==> src/rtl/lsu.sv <==
// Load/store unit: one valid/ready bus transaction per start pulse, with
// byte-lane steering, load extension and misaligned/illegal/timeout reporting.
module lsu #(
    parameter int unsigned TIMEOUT = 256
) (
    input  logic        clk,
    input  logic        rst,
    input  logic        start,
    input  logic        is_load,
    input  logic        is_store,
    input  logic [2:0]  funct3,
    input  logic [31:0] address,
    input  logic [31:0] rs2_val,
    output logic        busy,
    output logic        done,
    output logic [1:0]  fault,
    output logic [31:0] load_data,
    output logic        mem_valid,
    input  logic        mem_ready,
    output logic [31:0] mem_addr,
    output logic        mem_we,
    output logic [3:0]  mem_wstrb,
    output logic [31:0] mem_wdata,
    input  logic [31:0] mem_rdata
);

    localparam int unsigned CNT_W = (TIMEOUT < 2) ? 1 : $clog2(TIMEOUT + 1);

    localparam logic [1:0] F_OK      = 2'b00;
    localparam logic [1:0] F_MISALIGN = 2'b01;
    localparam logic [1:0] F_TIMEOUT = 2'b10;
    localparam logic [1:0] F_ILLEGAL = 2'b11;

    typedef enum logic [1:0] {IDLE, REQ, DONE} state_t;

    state_t            state_q, state_d;
    logic [CNT_W-1:0]  cnt_q, cnt_d;
    logic              is_load_q, is_load_d;
    logic [2:0]        funct3_q, funct3_d;
    logic [1:0]        off_q, off_d;
    logic              busy_q, busy_d;
    logic              done_q, done_d;
    logic [1:0]        fault_q, fault_d;
    logic [31:0]       load_data_q, load_data_d;
    logic              mem_valid_q, mem_valid_d;
    logic [31:0]       mem_addr_q, mem_addr_d;
    logic              mem_we_q, mem_we_d;
    logic [3:0]        mem_wstrb_q, mem_wstrb_d;
    logic [31:0]       mem_wdata_q, mem_wdata_d;

    logic illegal_c;
    logic misaligned_c;

    // Select the addressed lane and extend it according to the load width.
    function automatic logic [31:0] extract(input logic [31:0] rdata,
                                            input logic [1:0]  off,
                                            input logic [2:0]  f3);
        logic [31:0] lane;
        lane = rdata >> {off, 3'b000};
        case (f3)
            3'b000:  extract = {{24{lane[7]}}, lane[7:0]};
            3'b001:  extract = {{16{lane[15]}}, lane[15:0]};
            3'b100:  extract = {24'h0, lane[7:0]};
            3'b101:  extract = {16'h0, lane[15:0]};
            default: extract = lane;
        endcase
    endfunction

    always_comb begin
        illegal_c = 1'b0;
        if (is_load && is_store) begin
            illegal_c = 1'b1;
        end else if (is_load) begin
            illegal_c = !(funct3 inside {3'b000, 3'b001, 3'b010, 3'b100, 3'b101});
        end else if (is_store) begin
            illegal_c = !(funct3 inside {3'b000, 3'b001, 3'b010});
        end
        misaligned_c = ((funct3[1:0] == 2'b01) && address[0]) ||
                       ((funct3 == 3'b010) && (address[1:0] != 2'b00));
    end

    always_comb begin
        state_d     = state_q;
        cnt_d       = cnt_q;
        is_load_d   = is_load_q;
        funct3_d    = funct3_q;
        off_d       = off_q;
        busy_d      = busy_q;
        done_d      = 1'b0;
        fault_d     = fault_q;
        load_data_d = load_data_q;
        mem_valid_d = mem_valid_q;
        mem_addr_d  = mem_addr_q;
        mem_we_d    = mem_we_q;
        mem_wstrb_d = mem_wstrb_q;
        mem_wdata_d = mem_wdata_q;

        case (state_q)
            IDLE: begin
                if (start) begin
                    is_load_d = is_load;
                    funct3_d  = funct3;
                    off_d     = address[1:0];
                    if (illegal_c) begin
                        state_d = DONE;
                        done_d  = 1'b1;
                        fault_d = F_ILLEGAL;
                    end else if ((is_load || is_store) && misaligned_c) begin
                        state_d = DONE;
                        done_d  = 1'b1;
                        fault_d = F_MISALIGN;
                    end else if (!is_load && !is_store) begin
                        state_d = DONE;
                        done_d  = 1'b1;
                        fault_d = F_OK;
                    end else begin
                        state_d     = REQ;
                        busy_d      = 1'b1;
                        cnt_d       = '0;
                        mem_valid_d = 1'b1;
                        mem_addr_d  = {address[31:2], 2'b00};
                        mem_we_d    = is_store;
                        mem_wstrb_d = 4'b0000;
                        mem_wdata_d = 32'h0;
                        // Store lanes: replicate data, strobe the addressed bytes.
                        if (is_store) begin
                            case (funct3[1:0])
                                2'b00: begin
                                    mem_wdata_d = {4{rs2_val[7:0]}};
                                    mem_wstrb_d = 4'b0001 << address[1:0];
                                end
                                2'b01: begin
                                    mem_wdata_d = {2{rs2_val[15:0]}};
                                    mem_wstrb_d = 4'b0011 << {address[1], 1'b0};
                                end
                                default: begin
                                    mem_wdata_d = rs2_val;
                                    mem_wstrb_d = 4'b1111;
                                end
                            endcase
                        end
                    end
                end
            end
            REQ: begin
                if (mem_ready) begin
                    if (is_load_q) begin
                        load_data_d = extract(mem_rdata, off_q, funct3_q);
                    end
                    state_d = DONE;
                    fault_d = F_OK;
                end else if ((TIMEOUT != 0) &&
                             (CNT_W'(cnt_q + CNT_W'(1)) == CNT_W'(TIMEOUT))) begin
                    state_d = DONE;
                    fault_d = F_TIMEOUT;
                end else begin
                    cnt_d = CNT_W'(cnt_q + CNT_W'(1));
                end
                if (state_d == DONE) begin
                    done_d      = 1'b1;
                    busy_d      = 1'b0;
                    mem_valid_d = 1'b0;
                    mem_addr_d  = 32'h0;
                    mem_we_d    = 1'b0;
                    mem_wstrb_d = 4'b0000;
                    mem_wdata_d = 32'h0;
                end
            end
            DONE: begin
                state_d = IDLE;
            end
            default: begin
                state_d = IDLE;
            end
        endcase
    end

    always_ff @(posedge clk or posedge rst) begin
        if (rst) begin
            state_q     <= IDLE;
            cnt_q       <= '0;
            is_load_q   <= 1'b0;
            funct3_q    <= 3'b000;
            off_q       <= 2'b00;
            busy_q      <= 1'b0;
            done_q      <= 1'b0;
            fault_q     <= F_OK;
            load_data_q <= 32'h0;
            mem_valid_q <= 1'b0;
            mem_addr_q  <= 32'h0;
            mem_we_q    <= 1'b0;
            mem_wstrb_q <= 4'b0000;
            mem_wdata_q <= 32'h0;
        end else begin
            state_q     <= state_d;
            cnt_q       <= cnt_d;
            is_load_q   <= is_load_d;
            funct3_q    <= funct3_d;
            off_q       <= off_d;
            busy_q      <= busy_d;
            done_q      <= done_d;
            fault_q     <= fault_d;
            load_data_q <= load_data_d;
            mem_valid_q <= mem_valid_d;
            mem_addr_q  <= mem_addr_d;
            mem_we_q    <= mem_we_d;
            mem_wstrb_q <= mem_wstrb_d;
            mem_wdata_q <= mem_wdata_d;
        end
    end

    assign busy      = busy_q;
    assign done      = done_q;
    assign fault     = fault_q;
    assign load_data = load_data_q;
    assign mem_valid = mem_valid_q;
    assign mem_addr  = mem_addr_q;
    assign mem_we    = mem_we_q;
    assign mem_wstrb = mem_wstrb_q;
    assign mem_wdata = mem_wdata_q;

endmodule

==> config.mk <==
export PLATFORM = sky130hd
export DESIGN_NAME = lsu
export DESIGN_NICKNAME = d
export VERILOG_FILES = /design/src/rtl/lsu.sv
export SDC_FILE = /design/constraint.sdc
export NUM_CORES = 1
export LEC_CHECK = 0
export ABC_AREA = 0
export ABC_CLOCK_PERIOD_IN_PS = 5100
export CAP_MARGIN = 20
export CORE_AREA = 2 2 104 131
export DETAILED_ROUTE_END_ITERATION = 7
export DIE_AREA = 0 0 106 133
export PLACE_DENSITY_LB_ADDON = 0.08
export RECOVER_POWER = 50
export SETUP_SLACK_MARGIN = 0.15
export SLEW_MARGIN = 20
export SYNTH_ARGS = -nofsm -noshare
export SYNTH_HDL_FRONTEND = slang
export SYNTH_SLANG_ARGS = --single-unit
==> constraint.sdc <==
create_clock -name clk -period 5.1 [get_ports clk]
set_input_delay 1.02 -clock clk [delete_from_list [all_inputs] [get_ports clk]]
set_output_delay 1.02 -clock clk [all_outputs]
set_load 0.03 [all_outputs]
==> impl_metrics.py <==
metrics = {
    "cts": {
        "clk_pin_slew_ps": 50,
        "cts_sinks": 120,
        "post-cts-setup-buffers": 0,
        "cts_resized": 0,
        "cts_max_path_buffers": 2,
        "cts_tree": "yes",
        "cts-hold-fix-buffers": 0,
        "insertion_delay_ps": 410,
        "numCtsBuffers": 17,
        "htree_levels": 4,
        "cts-root-buf": "clkbuf_16",
    },
    "setup_path": {
        "crit_chain": "dlygate4sd3_1 -> inv_1",
        "crit_type": "input port to async pin",
        "path_depth": 2,
        "crit_path_max_fanout": 74,
        "cp.arrival_ps": 3580,
        "cp_top_family": "buffers and inverters",
        "critPathMaxStageDelay_ps": 2000,
        "r2r_start": "state_q[1]$_DFFE_PP0N_",
        "slowest_stage": "inv_1",
        "r2r_end": "load_data[23]$_DFFE_PP0P_",
        "required_ps": 5000,
        "startpoint_type": "input port",
        "r2r_cells": 5,
        "crit_buf_inv": 2,
        "endpoint_kind": "async pin",
        "ff2ff_setup_slack_ps": 2090,
    },
    "logic_synthesis": {
        "ys_ff_latch": 120,
        "yosys.area.top_type": "dfrtp_1",
        "ys_warn_count": 0,
        "yosysMostFrequentCell": "dfrtp_1",
        "ys_types": 56,
        "ys_top_cells_by_area": "dfrtp_1, a22o_1, mux2i_1, nand2_1, a21oi_1",
        "postSynth.asyncResetShare": 1.00,
        "yosys_most_used_dff": "dfrtp_1",
        "syn-mean-instance-area_um2": 10.6,
        "synthesis.area_mm2": 0.00565,
        "ys_seq_area_frac": 0.532,
        "syn_inst": 534,
        "synth.top_cells.by_count": "dfrtp_1, nand2_1, a22o_1",
        "synth_edf_count": 0,
        "synthDominantCellAreaShare": 0.532,
    },
    "timing": {
        "finalHoldViolCount": 0,
        "slew_headroom": -0.893,
        "setup_viol": 0,
        "max_freq_ghz": 0.271,
        "period_minus_slack_ps": 3690,
        "timing.final.crit_share": 0.723,
        "final.setup.tns_ps": 0,
        "grt_setup_unrepaired": "no",
        "slew_violations": 75,
        "finClkSkew_ps": 11.3,
        "setup_slack_ps": 1410,
        "tightest_slew_ps": 2840,
    },
    "global_routing": {
        "grt_pass1_wl_um": 26000,
        "grt_max_degree": 75,
        "overflow": 0,
        "grt_antenna_before_repair": 0,
        "grtUsageTotal": 0.233,
        "grt_pass1_vias": 5078,
    },
    "placement": {
        "dp_slack_ps": 1320,
        "dpl-instance-area_mm2": 0.00782,
        "portBuffers": 208,
        "dp_hpwl_um": 11300,
        "finalWeightedCongestion": 0.810,
    },
    "floorplan": {
        "start_util": 0.434,
        "die_x_um": 106,
        "die_area_mm2": 0.0141,
        "io_pins": 211,
        "coreArea_mm2": 0.0130,
        "die_y_um": 133,
        "rows": 47,
    },
    "final_layout": {
        "drive_above_1_share": 0.0824,
        "seqCellArea_mm2": 0.00300,
        "num_antenna_cells": 0,
        "fin_nets": 835,
        "multi_input_area_mm2": 0.00243,
        "synthToLayoutAreaGrowth_pct": 48.4,
        "nFillCells": 1071,
        "design_area_mm2": 0.00838,
    },
    "drt": {
        "drc": 0,
        "drt_iter0_markers": 196,
        "post_drt_wl_per_cell_um": 17.7,
        "wl_um": 16100,
        "ant_nets": 0,
        "via_per_inst": 5.42,
        "first_pass_iters": 4,
        "vias": 4941,
    },
    "power": {
        "total_power_uw": 5380,
        "ir_drop_uv": 300,
        "p_leak_uw": 0.00369,
        "p_per_area_mw_per_mm2": 642,
    },
    "job": {
        "maxCapViolations": 1,
    },
    "worst_hold_path": {
        "min_delay_path_depth": 2,
        "hold_end": "load_data[2]$_DFFE_PP0P_",
        "min_from": "load_data[2]$_DFFE_PP0P_",
        "hold_path_class": "flip-flop to flip-flop",
    },
    "status": {
        "violations": "capacitance limit, slew limit",
        "status": "finished with violations",
    },
}
report_power, final:
group	switching, uW	leakage [uW]	internal, uW
Combinational	1480	0.00189	1080
Sequential	314	0.00152	1360
Clock	419	0.000276	737
flip-flops by register name, summed over array words and instances (netlist names):
name / cells
is_load_q: 1
done: 1
load_data: 32
funct3_q: 3
state_q: 2
mem_wdata: 32
mem_addr: 30
fault: 2
mem_wstrb: 4
cnt_q: 9
mem_valid: 1
mem_we: 1
off_q: 2
metal layers:
metal  vias to the layer above  routed length, um  global-route usage
met4                         0                227              0.0987
met3                        17               1110              0.0719
met2                       183               7940               0.377
met5                         -                  0                   0
li1                       2322                  -                   -
met1                      2419               6840               0.289
metrics by stage:
step	utilization	hold slack (ps)	instances
floorplan	-	496	535
global placement	0.602	466	880
detailed placement	0.602	470	880
CTS	0.645	492	911
global route	0.645	496	911
finish	0.645	484	911
worst max-delay path by stage:
| stage | slack [ps] | endpoint | startpoint |
|---|---|---|---|
| floorplan | 890 | cnt_q[0]$_DFFE_PP0P_ | rst |
| finish | 1410 | cnt_q[2]$_DFFE_PP0P_ | rst |
| global placement | 1400 | mem_wdata[1]$_DFFE_PP0P_ | funct3[0] |
| CTS | 1740 | mem_wdata[1]$_DFFE_PP0P_ | funct3[0] |
| global route | 880 | load_data[31]$_DFFE_PP0P_ | rst |
| detailed placement | 1320 | mem_wdata[1]$_DFFE_PP0P_ | funct3[0] |
logic make-up after synthesis:
family / after synthesis / share of synthesized area
AOI/OAI and AO/OA: 166 / 0.207
xor gates and xnor gates: 1 / 0.00155
buffers and inverters: 49 / 0.0395
DFF: 120 / 0.532
adders and majority gates: 2 / 0.00443
other: 1 / 0.000664
and+or+nand+nor: 140 / 0.114
muxes: 55 / 0.101
tightest hold or removal path: stages (launching register included):
cell	delay (ps)
dfrtp_1	340
nand2_1	40
o21ai_0	60
layout make-up:
class,instances,area share
tap,171,0.0255
inverter,7,0.00314
multi-input combinational,366,0.290
clock buffer,22,0.0554
timing repair buffer,216,0.256
clock inverter,9,0.0119
sequential,120,0.358
cells in the final DEF (no fill, tap or decap), drive strengths merged, types with 3 or more instances in the layout:
cell type / Yosys / layout
dlygate4sd3: 0 / 47
clkinv: 0 / 5
dfrtp: 120 / 120
buf: 21 / 8
nand3: 8 / 8
o2bb2ai: 18 / 18
clkbuf: 21 / 22
nand2: 59 / 59
a21oi: 39 / 39
a21o: 3 / 3
a22o: 48 / 48
o311ai: 4 / 4
clkdlybuf4s50: 0 / 161
nand2b: 5 / 5
o21ai: 34 / 34
nor2b: 4 / 4
mux2: 15 / 15
mux2i: 40 / 40
nor3: 4 / 4
a31o: 3 / 3
inv: 7 / 7
nor2: 43 / 43
Power figures use the tool's default switching activity.
